===== config.mk =====
export PLATFORM = sky130hd
export DESIGN_NAME = pc_gen_unit
export DESIGN_NICKNAME = d
export VERILOG_FILES = /design/src/rtl/pc_pkg.sv /design/src/rtl/pc_gen_unit_ras_stack.sv /design/src/rtl/pc_gen_unit.sv
export SDC_FILE = /design/constraint.sdc
export NUM_CORES = 1
export LEC_CHECK = 0
export BUFFER_PORTS_ARGS = -buffer_cell sky130_fd_sc_hd__buf_2
export CAP_MARGIN = 30
export CORE_AREA = 3 3 173 175
export DETAILED_ROUTE_END_ITERATION = 6
export DIE_AREA = 0 0 176 178
export PLACE_DENSITY = 0.78
export SETUP_SLACK_MARGIN = 0.02
export SYNTH_ARGS = -nofsm -noshare
export SYNTH_HDL_FRONTEND = slang
export SYNTH_SLANG_ARGS = --single-unit
export TNS_END_PERCENT = 100

===== constraint.sdc =====
create_clock -name clk -period 8.75 [get_ports clk]
set_input_delay 1.75 -clock clk [delete_from_list [all_inputs] [get_ports clk]]
set_output_delay 1.75 -clock clk [all_outputs]
set_load 0.05 [all_outputs]

===== src/rtl/pc_pkg.sv =====
// pc_pkg: shared constants and next-PC select encoding for the fetch PC generator
package pc_pkg;
    localparam logic [1:0] INSN_ALIGN_MASK = 2'b11;
    localparam logic [63:0] DEFAULT_RESET_VECTOR = 64'h0;
    typedef enum logic [2:0] {
        SEL_RESET,
        SEL_TRAP,
        SEL_REDIRECT,
        SEL_RAS,
        SEL_SEQ,
        SEL_HOLD
    } next_pc_sel_t;
endpackage


===== src/rtl/pc_gen_unit_ras_stack.sv =====
// ras_stack: circular return-address stack with saturating count; full pushes overwrite the oldest entry
module ras_stack #(
    parameter int XLEN = 64,
    parameter int RAS_DEPTH = 4
) (
    input  logic            clk,
    input  logic            clear,
    input  logic            push,
    input  logic            pop,
    input  logic [XLEN-1:0] push_data,
    output logic [XLEN-1:0] top_data,
    output logic            empty
);
    localparam int PW = $clog2(RAS_DEPTH);
    logic [XLEN-1:0] mem_q [RAS_DEPTH];
    logic [XLEN-1:0] mem_d [RAS_DEPTH];
    logic [PW-1:0] top_q, top_d, wr_idx;
    logic [PW:0] count_q, count_d;
    logic pop_ok, full;
    assign empty = count_q == '0;
    assign top_data = mem_q[top_q];
    always_comb begin
        full = count_q == (PW+1)'(RAS_DEPTH);
        pop_ok = pop & ~empty;
        // push+pop replaces the top slot in place instead of moving the pointer
        wr_idx = pop_ok ? top_q : top_q + 1'b1;
        mem_d = mem_q;
        if (!clear && push)
            mem_d[wr_idx] = push_data;
        top_d = clear ? '0 : (push && !pop_ok) ? top_q + 1'b1 : (pop_ok && !push) ? top_q - 1'b1 : top_q;
        count_d = clear ? '0 : (push && !pop_ok) ? count_q + (PW+1)'(!full) : (pop_ok && !push) ? count_q - 1'b1 : count_q;
    end
    always_ff @(posedge clk) begin
        top_q <= top_d;
        count_q <= count_d;
        mem_q <= mem_d;
    end
endmodule


===== src/rtl/pc_gen_unit.sv =====
// pc_gen_unit: fetch PC register with handshake, stall hold, trap/branch redirect, misalign flag and RAS
import pc_pkg::*;
module pc_gen_unit #(
    parameter int XLEN = 64,
    parameter logic [XLEN-1:0] RESET_VECTOR = XLEN'(DEFAULT_RESET_VECTOR),
    parameter int INC = 4,
    parameter int RAS_DEPTH = 4
) (
    input  logic            clk,
    input  logic            reset,
    input  logic            stall,
    input  logic            fetch_ready,
    input  logic            redirect_valid,
    input  logic [XLEN-1:0] redirect_target,
    input  logic            trap_valid,
    input  logic [XLEN-1:0] trap_vector,
    input  logic            call_push,
    input  logic            ret_pop,
    output logic [XLEN-1:0] pc_out,
    output logic            pc_valid,
    output logic            misalign_err,
    output logic            ras_empty
);
    logic [XLEN-1:0] pc_q, pc_d, seq_pc, tgt, ras_top;
    logic pc_valid_q, pc_valid_d, misalign_q, misalign_d;
    logic fire, jump, ras_push, ras_pop, ras_clear;
    next_pc_sel_t sel;
    always_comb begin
        fire = pc_valid_q & fetch_ready & ~stall;
        sel = reset ? SEL_RESET : trap_valid ? SEL_TRAP : redirect_valid ? SEL_REDIRECT :
              (fire & ret_pop & ~ras_empty) ? SEL_RAS : fire ? SEL_SEQ : SEL_HOLD;
        seq_pc = pc_q + XLEN'(INC);
        tgt = trap_valid ? trap_vector : redirect_target;
        jump = sel == SEL_TRAP || sel == SEL_REDIRECT;
        pc_d = sel == SEL_RESET ? RESET_VECTOR : jump ? tgt & ~XLEN'(INSN_ALIGN_MASK) :
               sel == SEL_RAS ? ras_top : sel == SEL_SEQ ? seq_pc : pc_q;
        pc_valid_d = ~reset;
        misalign_d = jump && |(tgt[1:0] & INSN_ALIGN_MASK);
        ras_push = (sel == SEL_RAS || sel == SEL_SEQ) && call_push;
        ras_pop = sel == SEL_RAS;
        ras_clear = reset | trap_valid;
    end
    always_ff @(posedge clk) begin
        pc_q <= pc_d;
        pc_valid_q <= pc_valid_d;
        misalign_q <= misalign_d;
    end
    ras_stack #(.XLEN(XLEN), .RAS_DEPTH(RAS_DEPTH)) u_ras (
        .clk(clk),
        .clear(ras_clear),
        .push(ras_push),
        .pop(ras_pop),
        .push_data(seq_pc),
        .top_data(ras_top),
        .empty(ras_empty)
    );
    assign pc_out = pc_q;
    assign pc_valid = pc_valid_q;
    assign misalign_err = misalign_q;
endmodule

==> impl_results.md, run 1 <==
* Synth Cell Area at about 15000 sq um
* Die X at 176 um
* DRC at 0
* Crit end category: register
* Routed via count at a little over 10000
* Placement Setup Slack at 2.63 ns
* Max-Cap Viols at 0
* Num rows at 62
* Syn Nets at 1204
* Final Hold Viols at 0
* RSZ-0062 raised after global routing: no
* Die height at ~180 um
* Crit path cell chain: buf_2 > or3_1 > or3_4 > nor2_4 > buf_16 > xnor2_1 > and3_2 > buf_4
* Core Box Area at 28600 sq um
* Top cells by area, synth: edfxtp_1 (52%), dfxtp_1 (9.6%), mux4_2 (9.6%), mux2i_1 (4.2%), nor2_1 (2.4%)
* Post CTS Setup Buffer Count at 0
* Critical Path Start Type: input port
* Nets@finish at ~1400
* Commonest non-fill, non-tap cell in the layout: edfxtp_1
* Vias in the first global route at 9876
* Full die area at between 30000 and 40000 sq um
* Clk root buf: clkbuf_16
* Largest net degree at the start of global routing at 89
* Post-synthesis sequential area ratio at 61.4%
* Yosys Warn Count at 0
* Setup violators final at 0
* Async SR Flop Fraction at 0%
* CP max stage cell: and3_2
* Final worst slack at 3.14 ns
* Initial Util at approximately half
* DR WL/cell at 23.0 um
* Final Max Tran Viols at 0
* HP Start: u_ras.count_q[2]
* H-Tree Depth at 2
* HP Class: reg -> reg
* Overall Global Routing Usage at 23.7%
* Commonest cells after routing, fill and taps aside: edfxtp_1 (256), buf_2 (201), nor2_1 (92), dfxtp_1 (69)
* Vias per cell at 6.21
* Fin cells at 1655
* Placer Congestion at approximately 0.84
* Ant diodes at 0
* Worst path required time at approximately 8.9 ns
* Max_slew headroom at about a third
* First-pass GRT wire length at ~57000 um
* Post-synth top flop: edfxtp_1
* Placed cell area at between 15000 and 20000 sq um
* Layout cell share with drive strength beyond 1 at between 20 and 30%
* Crit path kind: in -> reg
* Distinct cells, synth at 63
* Tcrit/Tclk final at between 60% and 70%
* DPL Wire Length at around 24000 um
* Clock sinks at about 330
* I/O Buffers at 202
* Yosys reg bits at 327
* Count of flip-flops with a built-in enable after synthesis at 256
* Setup total negative slack at 0 ns
* Clk slew on worst S/H paths at 0.06 ns
* GR Overflow Total at 0
* R2r startpoint: pc_valid
* CTS Hold Bufs at 0
* Routed Antenna Nets at 0
* Design area at 17300 sq um
* Worst EP arrival at ~5.7 ns
* Io pins at a little over 200
* Pwr dens at 193 nW/um^2
* Setup Skew at ~0.017 ns
* Area Overhead vs Synth at 16.6%
* Yosys top cell area share at 51.8%
* Starting DRT DRC Count at 1164
* Min cycle time layout at 5.61 ns
* Worst r2r path cells at 7
* R2R Path End: u_ras.mem_q[50]
* Largest incremental delay on the critical path at about 0.75 ns
* Status: completed
* Longest Clk Path Bufs at 3
* Clock latency on the worst-skew pair at ~0.51 ns
* Minimum setup slack among reg-to-reg paths at just under 5 ns
* Cell count after placement at 1594
* F_max at ~0.18 GHz
* Peak supply drop at 96.3 uV
* Synth Area per Inst at 13.9 sq um
* CTS tree: done
* Slew @ Worst Pin at 1.01 ns
* Initial antenna violation count at 0
* Cells after Synth at around 1100
* PostCTS Resize Cnt at 0
* First-pass DRT Iterations at 6
* Leak at 6.30 nW
* Final WL at about 38000 um
* CP Launch Point: reset
* Critical path capture point: u_ras.mem_q[50]
* CP Max Fanout at 49
* Total CTS buffers at 34
* Yosys top cell by area: edfxtp_1
sequential cells by signal (all words and copies together), names as in the netlist:
signal         cells
u_ras.count_q      3
u_ras.top_q        2
pc_out            64
pc_valid           1
u_ras.mem_q      256
misalign_err       1
routing by layer:
metal / part of all wire [%] / track usage (%) / up-vias
met1: 39 / 32.8 / 5050
met2: 48 / 37.9 / 607
met3: 10 / 4.90 / 70
met4: 2.7 / 7.79 / 0
met5: 0 / 0 / -
li1: - / - / 4547
per-stage QoR:
step	utilization, %	power [W]	hold slack [ns]
after global routing	60.5	0.00345	0.562
after detailed placement	56.8	0.00202	0.498
after floorplan	-	0.00192	0.470
after global placement	56.6	0.00201	0.498
final	60.5	0.00335	0.523
after CTS	60.4	0.00336	0.527
kinds of logic after synthesis:
logic type / Yosys count / synth area share [%]
adder cells (fa/ha/maj): 4 / 0.388
flip-flops: 327 / 61.4
AND/OR/NAND/NOR: 281 / 10.3
buffers and inverters: 82 / 2.29
AO/OA/AOI/OAI: 180 / 7.98
XOR/XNOR: 61 / 3.60
multiplexers: 129 / 14.0
how the worst min path moves through the flow:
stage,end,cells after the start
global route,u_ras.count_q[2],2
detailed placement,u_ras.count_q[2],2
floorplan,u_ras.count_q[2],2
global placement,u_ras.count_q[2],2
CTS,u_ras.count_q[2],2
finish,u_ras.count_q[2],2
cell type report:
class / count / area [sq um]
Fill cell: 2122 / 11300
Inverter: 12 / 45.0
Sequential cell: 327 / 9110
Clock inverter: 12 / 83.8
Timing Repair Buffer: 217 / 1180
Tap cell: 384 / 480
Clock buffer: 48 / 955
Multi-Input combinational cell: 655 / 5450
where the power goes:
part	internal, W	total (W)	switching (W)
clock network	0.000790	0.00135	0.000563
logic	0.0000855	0.000258	0.000173
registers	0.00170	0.00173	0.0000386
total	0.00257	0.00335	0.000774
critical path: cells and delay by family:
| family | cells | cell delay (ns) |
|---|---|---|
| XOR/XNOR | 1 | 0.16 |
| buffers and inverters | 3 | 1.25 |
| AND/OR/NAND/NOR | 4 | 2.51 |
cells in the mapped netlist (29+ instances only):
cell type,count
edfxtp_1,256
nor2_1,94
dfxtp_1,71
mux2i_1,63
mux4_2,63
clkbuf_1,45
a21oi_1,42
nand2_1,36
xnor2_1,35
nand3_1,33
o21ai_0,33
a31oi_1,29
Note: power is estimated with default switching activity, not from simulation.
==> run 2: changes to the inputs <==
- clock period: 8.75 -> 4.9 ns (I/O delays scaled with it)
==> impl_results.md, run 2 (synthesis gave the netlist of run 1 again) <==
* Leak at 6.34 nW (+0.63%)
* Core Box Area at 28600 sq um (unchanged)
* DPL Wire Length at 24200 um (+0.62%)
* Switching share of power at 23.4% (+0.22 points)
* Clock sinks at 327 (unchanged)
* Max_slew headroom at 34.2% (+2.2 points)
* Post CTS Setup Buffer Count at 0 (unchanged)
* First-pass DRT Iterations at 5 (-1)
* Grt peak-use layer: met2
* Min cycle time layout at 3.71 ns
* Placer Congestion at 0.880 (+4.3%)
* Placement Setup Slack at 0.728 ns (-1.91 ns)
* CTS tree: done
* Crit end category: register
* DR WL/cell at 23.0 um (+0.13%)
* CTS Hold Bufs at 0 (unchanged)
* CP max stage cell: or3_4
* R2r startpoint: u_ras.count_q[1]
* HP Start: u_ras.count_q[2]
* F_max at approximately 0.27 GHz
* Worst EP arrival at 3.84 ns (-1.90 ns)
* Slew @ Worst Pin at 0.988 ns (-0.0266 ns)
* Pwr dens at 348 nW/um^2 (+80%)
* Combinational Power Share at 7.6% (about the same)
* H-Tree Depth at 2 (unchanged)
* Worst path required time at 5.03 ns (-3.86 ns)
* CP most frequent cell: or3_1
* Io pins at 203 (unchanged)
* Max reg flops at 256 (unchanged)
* Status: completed
* Ant diodes at 0 (unchanged)
* Placed cell area at 16300 sq um (+0.22%)
* Sequential cell area at 9110 sq um (unchanged)
* Area Overhead vs Synth at 17.0%
* Commonest non-fill, non-tap cell in the layout: edfxtp_1
* PostCTS Resize Cnt at 0 (unchanged)
* Vias in the first global route at 10200 (+2.9%)
* Sequential Power Share at 51.3% (-0.5 points)
* Met3 Use GR at 4.64% (-0.26 points)
* Total Power at 0.00604 W (+81%)
* Psw at 0.00141 W (+82%)
* Longest Clk Path Bufs at 3 (unchanged)
* Commonest cells after routing, fill and taps aside: edfxtp_1 (256), buf_2 (201), nor2_1 (92), dfxtp_1 (69)
* Setup total negative slack at 0 ns (unchanged)
* Final worst slack at 1.19 ns (-1.95 ns)
* Crit path kind: in -> reg
* FILL cells at 2133 (+0.52%)
* Layout cell share with drive strength beyond 1 at 29.4% (+0.92 points)
* Initial antenna violation count at 0 (unchanged)
* RSZ-0062 raised after global routing: no
* Die X at 176 um (unchanged)
* Overall Global Routing Usage at 23.8% (+0.17 points)
* Clk root buf: clkbuf_16
* Nets@finish at 1394 (+0.50%)
* Hold EP: u_ras.count_q[2]
* Max-Cap Viols at 0 (unchanged)
* Tcrit/Tclk final at about 76%
* Num rows at 62 (unchanged)
* I/O Buffers at 202 (unchanged)
* CP Max Fanout at 49 (unchanged)
* Routed via count at 10300 (+0.66%)
* Critical Path Start Type: input port
* R2R Path End: u_ras.count_q[2]
* Total CTS buffers at 34 (unchanged)
* Largest net degree at the start of global routing at 65 (-27%)
* GR met1 Demand/Resource at 32.3% (-0.50 points)
* Setup violators final at 0 (unchanged)
* Full die area at 31300 sq um (unchanged)
* HP Class: reg -> reg
* Crit path cell chain: buf_2 > or3_1 > or3_4 > nor2_4 > inv_2 > or3_1 > a21oi_4 > buf_4
* First-pass GRT wire length at 58100 um (+1.2%)
* Largest Register: u_ras.mem_q
* Initial Util at 51.8% (unchanged)
* Final Hold Viols at 0 (unchanged)
* GR Util met2 at 38.4% (+0.53 points)
* Final WL at 38200 um (+0.62%)
* Clk slew on worst S/H paths at 0.06 ns (about the same)
* Worst r2r path cells at 12 (+5)
* Clock power frac at 41.1% (+0.7 points)
* Worst hold path depth at 2 (unchanged)
* Clock latency on the worst-skew pair at 0.52 ns (about the same)
* Multi-input logic area at 5450 sq um (about the same)
* CP Launch Point: redirect_valid
* Design area at 17400 sq um (+0.31%)
* Starting DRT DRC Count at 1264 (+8.6%)
* Final core utilization at 60.6% (+0.19 points)
* Die height at 178 um (unchanged)
* Setup Skew at 0.0222 ns (+0.00557 ns)
* GR Overflow Total at 0 (unchanged)
* Peak supply drop at 176 uV (+83%)
* Vias per cell at 6.22 (+0.18%)
* Minimum setup slack among reg-to-reg paths at 1.64 ns (-3.32 ns)
* Routed Antenna Nets at 0 (unchanged)
* P_int at 0.00463 W (+80%)
* Final Max Tran Viols at 0 (unchanged)
* Largest incremental delay on the critical path at 0.59 ns (-0.16 ns)
* DRC at 0 (unchanged)
[run 2: worst max-delay path by stage]
stage                       end  slack, ns  depth (start not counted)
2_1_floorplan  u_ras.mem_q[128]      -0.47                          7
3_3_place_gp   u_ras.mem_q[109]       0.76                          7
3_5_place_dp   u_ras.mem_q[248]       0.73                          8
4_1_cts        u_ras.mem_q[248]       1.23                          8
5_1_grt        u_ras.mem_q[223]       1.10                          8
6_report       u_ras.mem_q[248]       1.19                          8
[run 2: cell type report]
| class | count | share of cell area, % |
|---|---|---|
| multi-input cells | 655 | 31.4 |
| repair buffers | 224 | 6.90 |
| clock inverters | 13 | 0.584 |
| flip-flops and latches | 327 | 52.5 |
| inverters | 12 | 0.259 |
| well taps | 384 | 2.77 |
| clock buffers | 48 | 5.61 |
[run 2: through the flow]
stage                     instances  hold slack (ns)
after global placement         1601            0.507
final                          1663            0.537
after floorplan                1064            0.470
after global routing           1663            0.533
after CTS                      1663            0.526
after detailed placement       1602            0.514
[run 2: worst max-delay path: cells and delay by family]
kind	cells	cell delay, ns
buffers and inverters	3	0.77
AOI/OAI and AO/OA	1	0.15
and+or+nand+nor	4	1.85
[run 2: power groups by stage]
stage | clock network (W) | logic, W | registers [W]
3_5_place_dp | 0 | 0.000460 | 0.00315
6_report | 0.00248 | 0.000462 | 0.00310
2_1_floorplan | 0 | 0.000188 | 0.00325
3_3_place_gp | 0 | 0.000448 | 0.00315
4_1_cts | 0.00250 | 0.000463 | 0.00310
5_1_grt | 0.00262 | 0.000496 | 0.00310
[run 2: per-layer routing]
metal | wire (um) | part of all wire, %
met5 | 0 | 0
met4 | 1330 | 3.5
met1 | 14900 | 39
met3 | 3520 | 9.2
met2 | 18500 | 48
==> run 3: changes to the inputs <==
- clock period: 4.9 -> 3.2 ns (I/O delays scaled with it)
==> impl_results.md, run 3 (synthesis gave the netlist of run 1 again) <==
* WP buf/inv at 0 (-3)
* Setup total negative slack at 0 ns (unchanged)
* Crit path cell chain: and4_1 > nand4_1 > nor4_4 > nand3_1 > xnor2_1 > a22o_1
* Setup violators final at 0 (unchanged)
* Design area at 17600 sq um (+1.5%)
* Initial antenna violation count at 0 (unchanged)
* Crit path kind: reg -> reg
* Overall Global Routing Usage at 24.2% (+0.40 points)
* Clk slew on worst S/H paths at 0.06 ns (about the same)
* Layout cell share with drive strength beyond 1 at 30.5% (+1.1 points)
* GR Overflow Total at 0 (unchanged)
* Max reg flops at 256 (unchanged)
* Minimum setup slack among reg-to-reg paths at 0.39 ns (-1.25 ns)
* DRC at 0 (unchanged)
* Io pins at 203 (unchanged)
* Die height at 178 um (unchanged)
* Largest Register: u_ras.mem_q
* First-pass GRT wire length at 58700 um (+1.0%)
* Slew @ Worst Pin at 0.913 ns (-0.0744 ns)
* Area Overhead vs Synth at 18.8%
* Vias in the first global route at 10400 (+2.1%)
* Clock sinks at 327 (unchanged)
* CP delay by family, top: simple AND/OR/NAND/NOR gates
* Commonest non-fill, non-tap cell in the layout: edfxtp_1
* Switching share of power at 23.0% (-0.39 points)
* Largest net degree at the start of global routing at 56 (-14%)
* Crit end category: register
* Ant diodes at 0 (unchanged)
* Hold EP: misalign_err
* Pwr dens at 526 nW/um^2 (+51%)
* Starting DRT DRC Count at 1077 (-15%)
* Largest incremental delay on the critical path at 0.55 ns (-0.04 ns)
* Longest Clk Path Bufs at 3 (unchanged)
* CTS tree: done
* R2R Path End: pc_out[63]
* DPL Wire Length at 25300 um (+4.5%)
* Routed via count at 10400 (+0.61%)
* I/O Buffers at 202 (unchanged)
* Combinational Power Share at 7.8% (+0.2 points)
* Placement Setup Slack at 0.0792 ns (-0.648 ns)
* Worst EP arrival at 3.25 ns (-0.59 ns)
* R2r startpoint: pc_out[26]
* Initial Util at 51.8% (unchanged)
* Placer Congestion at 0.848 (-3.6%)
* H-Tree Depth at 2 (unchanged)
* Psw at 0.00213 W (+51%)
* Full die area at 31300 sq um (unchanged)
* Final Max Tran Viols at 0 (unchanged)
* Status: completed
* DR WL/cell at 23.0 um (about the same)
* HP Class: in -> reg
* Critical Path Start Type: register
* RSZ-0062 raised after global routing: no
* Tcrit/Tclk final at 87.7%
* Total CTS buffers at 35 (+2.9%)
* Clk root buf: clkbuf_16
* Hold slack final at 0.436 ns (-0.101 ns)
* Sequential Power Share at 51.0% (-0.3 points)
* P_int at 0.00715 W (+54%)
* Clock latency on the worst-skew pair at 0.51 ns (about the same)
* Clock power frac at 41.1% (about the same)
* CP max stage cell: nor4_4
* Die X at 176 um (unchanged)
* Worst path required time at 3.64 ns (-1.39 ns)
* Peak supply drop at 338 uV (+92%)
* Worst hold path depth at 3 (+1)
* HP Start: trap_vector[1]
* Vias per cell at 6.19 (-0.47%)
* Post CTS Setup Buffer Count at 0 (unchanged)
* Worst r2r path cells at 6 (-6)
* First-pass DRT Iterations at 6 (+1)
* Min cycle time layout at around 2.8 ns
* F_max at between 0.3 and 0.4 GHz
* Total Power at 0.00928 W (+54%)
* CTS Hold Bufs at 0 (unchanged)
* Commonest cells after routing, fill and taps aside: edfxtp_1 (256), buf_2 (201), nor2_1 (92), dfxtp_1 (69)
* Leak at 6.48 nW (+2.2%)
* Final Hold Viols at 0 (unchanged)
* Routed Antenna Nets at 0 (unchanged)
* Placed cell area at 16500 sq um (+1.5%)
* Core Box Area at 28600 sq um (unchanged)
* CP Max Fanout at 7 (-86%)
* Nets@finish at 1414 (+1.4%)
* Final worst slack at 0.394 ns (-0.799 ns)
* Max_slew headroom at 39.1% (+5.0 points)
* Setup Skew at 0.0121 ns (-0.0100 ns)
* Final WL at 38700 um (+1.1%)
* PostCTS Resize Cnt at 0 (unchanged)
* Max-Cap Viols at 0 (unchanged)
* Num rows at 62 (unchanged)
-- run 3: changes by cell type in the layout (fill, tap and decap cells not counted), moves of 2 or more --
cell        change
or3_1           -2
or3_4           +2
clkinv_2        -4
buf_4          +13
buf_12          +7
clkinvlp_4      -2
clkinv_1        +4
clkbuf_8        +2
clkbuf_16       +2
-- run 3: worst max-delay path by stage --
stage	slack (ns)	endpoint	start	depth (start not counted)
after floorplan	-0.78	u_ras.mem_q[128]	trap_valid	7
after CTS	0.46	pc_out[63]	pc_out[33]	6
after detailed placement	0.08	u_ras.count_q[2]	redirect_valid	12
after global routing	0.17	pc_out[63]	pc_out[33]	6
final	0.39	pc_out[63]	pc_out[26]	6
after global placement	0.21	u_ras.mem_q[180]	redirect_valid	8
-- run 3: worst reg2reg max path, delay by kind of cell (launching register included) --
family          cells  cell delay, ns
compound gates      1            0.21
xor+xnor            1            0.46
flops               1            0.52
simple gates        4            1.55
-- run 3: final cells by class --
cell class	count	area (sq um)
fillers	2134	11000
flip-flops and latches	327	9110
multi-input cells	655	5480
repair buffers	243	1420
clock buffers	51	1050
well taps	384	480
inverters	12	45.0
clock inverters	9	42.5
-- run 3: power by group through the flow --
stage | Combinational [W] | Clock [W] | Sequential (W)
6_report | 0.000728 | 0.00382 | 0.00473
5_1_grt | 0.000780 | 0.00402 | 0.00474
4_1_cts | 0.000726 | 0.00385 | 0.00473
3_5_place_dp | 0.000722 | 0 | 0.00482
3_3_place_gp | 0.000703 | 0 | 0.00482
2_1_floorplan | 0.000289 | 0 | 0.00497
-- run 3: per-layer routing --
| metal | routed length, um | global-route usage (%) | vias up | share of wire [%] |
|---|---|---|---|---|
| met5 | 0 | 0 | - | 0 |
| met4 | 1390 | 9.67 | 0 | 3.6 |
| met3 | 3460 | 4.70 | 100 | 8.9 |
| met2 | 19000 | 39.9 | 549 | 49 |
| met1 | 14800 | 32.1 | 5154 | 38 |
| li1 | - | - | 4602 | - |
-- run 3: through the flow --
step	instances	util (%)
floorplan	1064	-
global placement	1621	57.8
detailed placement	1621	57.8
CTS	1681	61.6
global route	1681	61.6
finish	1681	61.6
